<file path="src/rtl/fp_narrow_pkg.sv">
// Purpose: shared rounding-mode encodings and encoding helpers for the mantissa narrowing unit.
// Latency: none (package only).
// Backpressure: n/a.
package fp_narrow_pkg;

    localparam logic [1:0] RND_TRUNC  = 2'b00;
    localparam logic [1:0] RND_HALFUP = 2'b01;
    localparam logic [1:0] RND_RNE    = 2'b10;

    // Largest finite {exponent, mantissa} pattern: exponent all-ones minus one, mantissa all-ones.
    function automatic logic [31:0] sat_max_enc(input int ew, input int dmw);
        logic [31:0] e_max;
        logic [31:0] m_max;
        e_max = (32'd1 << ew) - 32'd2;
        m_max = (32'd1 << dmw) - 32'd1;
        return (e_max << dmw) | m_max;
    endfunction

endpackage

</file>
<file path="src/rtl/fp_narrow_lane.sv">
// Purpose: one combinational lane: round decision, mantissa carry into exponent, overflow flag, encoding.
// Latency: 0 cycles (pure combinational). Optional FP_NARROW_SAT_EN: overflow saturates to max finite.
// Backpressure: none; the enclosing pipeline owns all flow control.
module fp_narrow_lane
    import fp_narrow_pkg::*;
#(
    parameter int EW     = 2,
    parameter int SRC_MW = 3,
    parameter int DST_MW = 1
) (
    input  logic [1:0]        rnd_mode_i,
    input  logic              sign_i,
    input  logic [EW-1:0]     exp_i,
    input  logic [SRC_MW-1:0] man_i,
    output logic              sign_o,
    output logic [EW-1:0]     exp_o,
    output logic [DST_MW-1:0] man_o,
    output logic              ovf_o
);

    // Number of mantissa bits being discarded (at least one: the guard bit).
    localparam int LOW = SRC_MW - DST_MW;
    localparam logic [EW-1:0] EXP_ONES = '1;
`ifdef FP_NARROW_SAT_EN
    localparam logic [EW+DST_MW-1:0] SAT_ENC = (EW+DST_MW)'(sat_max_enc(EW, DST_MW));
`endif

    logic [DST_MW-1:0] keep;
    logic              g;
    logic              s;
    logic              up;
    logic [DST_MW:0]   m;
    logic              carry;
    logic [EW-1:0]     exp_inc;

    // Round decision, carry propagation into the exponent and final lane encoding.
    always_comb begin
        keep = man_i[SRC_MW-1 -: DST_MW];
        g    = man_i[LOW-1];
        s    = 1'b0;
        for (int i = 0; i < LOW - 1; i++) begin
            s = s | man_i[i];
        end
        case (rnd_mode_i)
            RND_TRUNC:  up = 1'b0;
            RND_HALFUP: up = g;
            default:    up = g & (s | keep[0]);
        endcase
        m       = {1'b0, keep} + {{DST_MW{1'b0}}, up};
        carry   = m[DST_MW];
        exp_inc = exp_i + EW'(carry);

        sign_o = sign_i;
        ovf_o  = 1'b0;
        exp_o  = exp_inc;
        man_o  = m[DST_MW-1:0];
        if (exp_i == EXP_ONES) begin
            // Inf/NaN class passes through as Inf of the same sign; not an overflow.
            exp_o = EXP_ONES;
            man_o = '0;
        end else if (exp_inc == EXP_ONES) begin
            // Only reachable through a mantissa carry: the rounded value left the finite range.
            ovf_o = 1'b1;
`ifdef FP_NARROW_SAT_EN
            {exp_o, man_o} = SAT_ENC;
`else
            exp_o = EXP_ONES;
            man_o = '0;
`endif
        end
    end

endmodule

</file>
<file path="src/rtl/fp_narrow_round_pipe.sv">
// Purpose: LANES-wide mantissa narrowing with selectable rounding and a saturating overflow-lane counter.
// Latency: 2 register stages (S1 rounded fields, S2 packed result); FP_NARROW_SAT_EN selects saturation.
// Backpressure: valid/ready; each stage advances when its successor is empty or draining, in_ready = en1.
module fp_narrow_round_pipe
    import fp_narrow_pkg::*;
#(
    parameter int LANES  = 4,
    parameter int EW     = 2,
    parameter int SRC_MW = 3,
    parameter int DST_MW = 1,
    parameter int CW     = 16
) (
    input  logic                            clk,
    input  logic                            rst,
    input  logic [1:0]                      rnd_mode,
    input  logic                            in_valid,
    output logic                            in_ready,
    input  logic [LANES*(1+EW+SRC_MW)-1:0]  in_data,
    output logic                            out_valid,
    input  logic                            out_ready,
    output logic [LANES*(1+EW+DST_MW)-1:0]  out_data,
    output logic [CW-1:0]                   ovf_cnt,
    input  logic                            cnt_clr
);

    localparam int IW = 1 + EW + SRC_MW;
    localparam int OW = 1 + EW + DST_MW;

    logic [LANES-1:0]              l_sign;
    logic [LANES-1:0][EW-1:0]      l_exp;
    logic [LANES-1:0][DST_MW-1:0]  l_man;
    logic [LANES-1:0]              l_ovf;

    logic                          v1_q, v2_q;
    logic [LANES-1:0]              s1_sign_q;
    logic [LANES-1:0][EW-1:0]      s1_exp_q;
    logic [LANES-1:0][DST_MW-1:0]  s1_man_q;
    logic [LANES*OW-1:0]           out_data_q, out_data_d;
    logic [CW-1:0]                 ovf_cnt_q, ovf_cnt_d;
    logic [CW:0]                   ovf_lanes, cnt_sum;
    logic                          en1, en2, accept;

    // rnd_mode feeds the lanes directly, so it is effectively captured into S1 with the beat.
    for (genvar i = 0; i < LANES; i++) begin : g_lane
        fp_narrow_lane #(
            .EW     (EW),
            .SRC_MW (SRC_MW),
            .DST_MW (DST_MW)
        ) u_lane (
            .rnd_mode_i (rnd_mode),
            .sign_i     (in_data[i*IW + IW - 1]),
            .exp_i      (in_data[i*IW + SRC_MW +: EW]),
            .man_i      (in_data[i*IW +: SRC_MW]),
            .sign_o     (l_sign[i]),
            .exp_o      (l_exp[i]),
            .man_o      (l_man[i]),
            .ovf_o      (l_ovf[i])
        );
    end

    assign en2       = !v2_q || out_ready;
    assign en1       = !v1_q || en2;
    assign in_ready  = en1;
    assign accept    = in_valid && en1;
    assign out_valid = v2_q;
    assign out_data  = out_data_q;
    assign ovf_cnt   = ovf_cnt_q;

    // Pack S1 fields into the output lane layout (lane 0 in the LSBs).
    always_comb begin
        out_data_d = '0;
        for (int i = 0; i < LANES; i++) begin
            out_data_d[i*OW +: OW] = {s1_sign_q[i], s1_exp_q[i], s1_man_q[i]};
        end
    end

    // Overflow-lane count for the incoming beat and saturating accumulation; clear wins.
    always_comb begin
        ovf_lanes = '0;
        for (int i = 0; i < LANES; i++) begin
            ovf_lanes = ovf_lanes + (CW+1)'(l_ovf[i]);
        end
        cnt_sum   = {1'b0, ovf_cnt_q} + ovf_lanes;
        ovf_cnt_d = ovf_cnt_q;
        if (cnt_clr) begin
            ovf_cnt_d = '0;
        end else if (accept) begin
            ovf_cnt_d = cnt_sum[CW] ? '1 : cnt_sum[CW-1:0];
        end
    end

    // Stage 1: rounded sign/exponent/mantissa per lane.
    always_ff @(posedge clk or posedge rst) begin
        if (rst) begin
            v1_q      <= 1'b0;
            s1_sign_q <= '0;
            s1_exp_q  <= '0;
            s1_man_q  <= '0;
        end else if (en1) begin
            v1_q <= in_valid;
            if (in_valid) begin
                s1_sign_q <= l_sign;
                s1_exp_q  <= l_exp;
                s1_man_q  <= l_man;
            end
        end
    end

    // Stage 2: packed result, held while the consumer stalls.
    always_ff @(posedge clk or posedge rst) begin
        if (rst) begin
            v2_q       <= 1'b0;
            out_data_q <= '0;
        end else if (en2) begin
            v2_q <= v1_q;
            if (v1_q) begin
                out_data_q <= out_data_d;
            end
        end
    end

    // Overflow counter register.
    always_ff @(posedge clk or posedge rst) begin
        if (rst) begin
            ovf_cnt_q <= '0;
        end else begin
            ovf_cnt_q <= ovf_cnt_d;
        end
    end

endmodule

</file>
<file path="config.mk">
export PLATFORM = sky130hd
export DESIGN_NAME = fp_narrow_round_pipe
export DESIGN_NICKNAME = d
export VERILOG_FILES = /design/src/rtl/fp_narrow_pkg.sv /design/src/rtl/fp_narrow_lane.sv /design/src/rtl/fp_narrow_round_pipe.sv
export SDC_FILE = /design/constraint.sdc
export NUM_CORES = 1
export LEC_CHECK = 0
export ABC_CLOCK_PERIOD_IN_PS = 2300
export BUFFER_PORTS_ARGS = -buffer_cell sky130_fd_sc_hd__buf_2
export CAP_MARGIN = 40
export CORE_MARGIN = 2
export CORE_UTILIZATION = 48
export DETAILED_ROUTE_END_ITERATION = 8
export HOLD_SLACK_MARGIN = 0.02
export PLACE_DENSITY = 0.76
export SLEW_MARGIN = 0
export SYNTH_ARGS = -nofsm -noshare
export SYNTH_HDL_FRONTEND = slang
export SYNTH_SLANG_ARGS = --single-unit
</file>
<file path="constraint.sdc">
create_clock -name clk -period 2.3 [get_ports clk]
set_input_delay 0.115 -clock clk [delete_from_list [all_inputs] [get_ports clk]]
set_output_delay 0.115 -clock clk [all_outputs]
set_load 0.05 [all_outputs]
</file>
==> results.yml, run 1 <==
routing:
  wl_per_cell_microns: 14.9
  dr.pass1.iters: 4
  vias: 2382
  wirelength_microns: 6570
  ant_nets: 0
  drt_iter0_markers: 164
  viasPerCell: 5.41
  drcViolationCount: 0
logic_synthesis:
  synthXorXnorAreaFrac_pct: 0.331
  synthFlopType: "dfrtp_1"
  synth.cells.most_frequent: "dfrtp_1, nand2_1, o21ai_0"
  synth_top_area_share_pct: 47.3
  yosysTopAreaCell: "dfrtp_1"
  synth_top_family_by_area: "simple AND/OR/NAND/NOR gates"
  muxShareOfSynthArea_pct: 8.04
  synth_cell_types: 44
  synthAdderAreaFrac_pct: 6.52
  yosys-top-cells-area: "dfrtp_1, mux2_2, nand2_1"
  ys_async_sr_fraction_pct: 100
  synth_edf_count: 0
  synth.most_common_cell: "dfrtp_1"
  yosys_warnings: 0
  ys_ff_latch: 50
  synth_cells: 261
  syn_area_sq_um: 2650
  synth.avg_cell_area_sq_um: 10.1
  syn_nets: 304
  synth_compound_area_share_pct: 16.2
  ys_seq_area_share_pct: 47.3
  synthSimpleGateAreaFrac_pct: 19.4
timing:
  drv_slew: 0
  timing.fmax_mhz: 348
  relSlewSlack_pct: 52.5
  rsz0062_at_grt: "yes"
  fin_crit_ns: 2.87
  setup_viol: 16
  setup_slack_ns: -0.571
  worst_pin_slew_ns: 0.710
  tns_ns: -7.85
  finalCritPeriodShare_pct: 125
  skew_ns: 0.00727
  hold_violations: 0
run_status:
  status: "finished with violations"
  violations: "negative setup slack"
cts:
  cts_sinks: 50
  clkLatencyLatePin_ns: 0.31
  cts_tree: "yes"
  h-tree-depth: 2
  cts_made_buffers: 5
  root_buffer: "clkbuf_8"
  clk_path_buf_depth: 2
  clkTransAtPathRegs_ns: 0.10
grt:
  antenna_found_initial: 0
  grt_pass1_vias: 2247
  track_usage_pct: 22.0
  grt_pass1_wl_microns: 10600
  gr-total-overflow: 0
  grt_max_degree: 51
final_layout:
  drive_above_1_share_pct: 44.8
  area_growth_pct: 39.3
  nets: 410
  fill_cells: 433
  postLayoutCoreUtil_pct: 68.2
  antennaDiodeCount: 0
placed_design:
  dp_hpwl_microns: 4560
  finalWeightedCongestion: 0.840
  place_ws_ns: -1.03
  io_buffers: 64
hold_path:
  min_path_cells: 3
  hold_class: "in -> reg"
critical_path:
  crit_required_ns: 2.51
  critPathKind: "in -> reg"
  worstRegToRegCells: 10
  startpoint_type: "primary input"
  crit_path_end_kind: "register"
  worst_ep_arrival_time_ns: 3.08
  r2r_slack_ns: -0.26
  path_max_fanout: 5
die:
  die_h_microns: 78.3
  coreArea_sq_um: 5410
  dieArea_sq_um: 6120
  die_w_microns: 78.3
  core.rowCount: 27
  ios: 65
  initial_utilization_pct: 49.0
power:
  vdd_drop_max_mv: 0.318
  p_leak_uw: 0.00172
  powerDensity_nw_per_um2: 645
  total_power_uw: 2380
flow_run:
  maxCapViolations: 0
[metrics by stage]
stage	cell area, sq um	instances	hold slack, ns
floorplan	2700	261	0.181
CTS	3640	438	0.0868
global placement	3320	421	0.174
detailed placement	3320	421	0.180
global route	3690	440	0.0936
finish	3690	440	0.0927
[state kept, by name, summed over array words and instances (netlist names)]
register    count
out_valid       1
out_data_d     12
out_data       16
ovf_cnt        16
v1_q            1
s1_sign_q       4
[worst paths after layout]
check / startpoint / endpoint
max: rnd_mode[1] / ovf_cnt[14]$_DFFE_PP0P_
min: out_ready / out_valid$_DFFE_PP0P_
max reg2reg: ovf_cnt[0]$_DFFE_PP0P_ / ovf_cnt[14]$_DFFE_PP0P_
min reg2reg: s1_sign_q[2]$_DFFE_PP0P_ / s1_sign_q[2]$_DFFE_PP0P_
max in group asynchronous: rst / ovf_cnt[3]$_DFFE_PP0P_
min in group asynchronous: rst / out_valid$_DFFE_PP0P_
[cells by family after synthesis]
group	count (synthesis)
xor+xnor	1
buf+inv	14
simple gates	98
fa+ha+maj	12
compound gates	67
mux	19
flops	50
[per-layer routing]
| layer | routed length, microns | track usage [%] | vias to the layer above |
|---|---|---|---|
| li1 | - | - | 1166 |
| met1 | 2870 | 29.6 | 1145 |
| met2 | 3340 | 37.8 | 63 |
| met3 | 291 | 3.68 | 8 |
| met4 | 63 | 4.56 | 0 |
| met5 | 0 | 0 | - |
[critical path, cell delays in order]
cell	delay (ns)
buf_8	0.11
o21ai_2	0.12
a21oi_1	0.05
ha_2	0.18
ha_4	0.18
nor3b_4	0.19
o21ai_2	0.10
fa_1	0.50
fa_2	0.42
inv_2	0.06
fa_2	0.22
nand3_4	0.11
nor4_4	0.23
buf_6	0.17
a31oi_1	0.07
a311oi_1	0.25
[power by group]
| part | internal, uW | switching (uW) | leakage (uW) | total (uW) |
|---|---|---|---|---|
| Clock | 224 | 322 | 0.0000491 | 546 |
| Sequential | 1000 | 59.1 | 0.000636 | 1060 |
| Combinational | 263 | 509 | 0.00103 | 772 |
| Total | 1490 | 890 | 0.00172 | 2380 |
[what timing repair did]
action / CTS / global route
gates resized for setup: 33 / 9
pin swaps: 20 / 9
hold buffers: 5 / 0
endpoints found under the setup margin: 16 / 16
cloned: 1 / 0
hold endpoints to repair: 54 / 0
buffers inserted: 3 / 2
[area by class of cell]
| type | count | area [sq um] | share of cell area [%] |
|---|---|---|---|
| clock buffer | 5 | 68.8 | 1.87 |
| inverter | 7 | 26.3 | 0.713 |
| tap | 72 | 90.1 | 2.44 |
| sequential | 50 | 1250 | 33.9 |
| multi-input combinational | 197 | 1530 | 41.5 |
| clock inverter | 3 | 26.3 | 0.713 |
| timing repair buffer | 106 | 694 | 18.8 |
[layout by cell type, fill, tap and decap left out, types with 6 or more instances in the layout]
| cell type | Yosys | final |
|---|---|---|
| dfrtp_1 | 50 | 50 |
| mux2_2 | 18 | 17 |
| buf_2 | 6 | 61 |
| buf_4 | 0 | 34 |
| nor2_1 | 15 | 12 |
| nand2_1 | 39 | 37 |
| a31oi_1 | 6 | 6 |
| a21oi_1 | 14 | 14 |
| o21ai_0 | 24 | 20 |
No activity file was read; power rests on OpenSTA's default activity.
==> run 2: changes to the inputs <==
CORE_ASPECT_RATIO = 1.1   (was not set)
==> run 2 against run 1 <==
Net effect:
- the run still ends with negative setup slack left
- register-to-register slack gained 0.02 ns
- maximum frequency shrank 0.49%
- setup slack lost 0.014 ns
- power grew 2.8%
- core utilization shrank 0.52 points
- clock-buffer cell count grew 1
- critical path type unchanged
==> results.yml, run 2 (synthesis results as in run 1) <==
final_layout:
  layout_common_cells: "buf_2, dfrtp_1, nand2_1"
  drive_above_1_share_pct: 43.8
  antennaDiodeCount: 0
  final_common_cell: "buf_2"
  final_cell_area_sq_um: 3630
  area_growth_pct: 37.1
  postLayoutCoreUtil_pct: 67.7
  nets: 406
die:
  dieArea_sq_um: 6120
  ios: 65
  core.rowCount: 28
  die_h_microns: 81.9
  coreArea_sq_um: 5360
  initial_utilization_pct: 49.4
  die_w_microns: 74.8
cts:
  cts_sinks: 50
  root_buffer: "clkbuf_8"
  cts_tree: "yes"
  clk_path_buf_depth: 2
  clkTransAtPathRegs_ns: 0.09
  cts_made_buffers: 5
  h-tree-depth: 2
  clkLatencyLatePin_ns: 0.30
routing:
  vias: 2340
  wirelength_microns: 6280
  drcViolationCount: 0
  ant_nets: 0
  drt_iter0_markers: 95
  wl_per_cell_microns: 14.3
  viasPerCell: 5.34
  dr.pass1.iters: 4
timing:
  drv_slew: 0
  finalCritPeriodShare_pct: 125
  rsz0062_at_grt: "yes"
  relSlewSlack_pct: 50.2
  setup_viol: 16
  fin_crit_ns: 2.89
  hold_violations: 0
  worst_pin_slew_ns: 0.745
  skew_ns: 0.00716
  setup_slack_ns: -0.585
  timing.fmax_mhz: 347
power:
  vdd_drop_max_mv: 0.327
  powerDensity_nw_per_um2: 673
  p_leak_uw: 0.00171
placed_design:
  place_ws_ns: -1.08
  io_buffers: 64
  dpl_cell_area_sq_um: 3310
  dp_hpwl_microns: 4400
  finalWeightedCongestion: 0.819
hold_path:
  hold_class: "in -> reg"
grt:
  grt_max_degree: 51
  track_usage_pct: 21.7
  grt_pass1_vias: 2274
  grt_pass1_wl_microns: 10200
  antenna_found_initial: 0
  gr-total-overflow: 0
critical_path:
  startpoint_type: "primary input"
  worst_ep_arrival_time_ns: 3.06
  crit_required_ns: 2.48
  path_max_fanout: 6
  critPathKind: "in -> reg"
  crit_path_end_kind: "register"
run_status:
  violations: "negative setup slack"
  status: "finished with violations"
flow_run:
  maxCapViolations: 0
-- run 2: worst max-delay path, stage by stage --
cell	delay [ns]
buf_2	0.11
nor2_1	0.13
a21oi_2	0.07
ha_2	0.19
ha_4	0.16
mux2_4	0.27
nand2_2	0.07
fa_1	0.44
fa_2	0.42
inv_2	0.07
fa_2	0.23
nand3_4	0.10
nor4_4	0.17
buf_6	0.17
buf_6	0.11
and4b_1	0.18
nor3_1	0.05
-- run 2: final cells by class --
type | count | area (sq um)
inverter | 7 | 26.3
multi-input combinational | 197 | 1490
clock buffer | 6 | 82.6
timing repair buffer | 102 | 653
clock inverter | 1 | 30.0
tap | 75 | 93.8
sequential | 50 | 1250
fill | 426 | 1730
-- run 2: what timing repair did --
item	CTS	global route
setup buffers	3	0
hold endpoints to repair	53	0
setup endpoints to repair	16	16
hold buffers	4	0
gates resized for setup	27	8
pin swaps	20	3
cloned	0	0
-- run 2: path summary, 6_finish.rpt --
path / from / end / slack (ns) / cells past startpoint
max: in_data[12] / ovf_cnt[10]$_DFFE_PP0P_ / -0.59 / 17
min in group asynchronous: rst / ovf_cnt[2]$_DFFE_PP0P_ / 0.52 / 4
min reg2reg: out_data_d[6]$_DFFE_PP0P_ / out_data_d[6]$_DFFE_PP0P_ / 0.48 / 2
max reg2reg: ovf_cnt[0]$_DFFE_PP0P_ / ovf_cnt[10]$_DFFE_PP0P_ / -0.24 / 11
min: in_data[17] / s1_sign_q[2]$_DFFE_PP0P_ / 0.03 / 3
max in group asynchronous: rst / ovf_cnt[13]$_DFFE_PP0P_ / 1.37 / 4
-- run 2: where the power goes --
| part | total, uW | switching [uW] | leakage (uW) | internal [uW] |
|---|---|---|---|---|
| Combinational | 755 | 503 | 0.00101 | 252 |
| Sequential | 1060 | 60.2 | 0.000636 | 1000 |
| Clock | 628 | 280 | 0.0000573 | 348 |
| Total | 2440 | 843 | 0.00171 | 1600 |
-- run 2: metal layers --
layer	vias up	global-route usage (%)	wire length, microns
li1	1170	-	-
met1	1112	28.1	2890
met2	52	37.3	3100
met3	6	2.70	217
met4	0	7.50	70
met5	-	0	0
-- run 2: metrics by stage --
step	total power, uW	hold WS, ns	instances	setup TNS [ns]
2_1_floorplan	1590	0.181	261	-9.76
3_3_place_gp	1800	0.305	424	-13.79
3_5_place_dp	1810	0.312	424	-15.23
4_1_cts	2460	0.0220	438	-7.38
5_1_grt	2570	0.0454	438	-10.27
6_report	2440	0.0254	438	-7.89
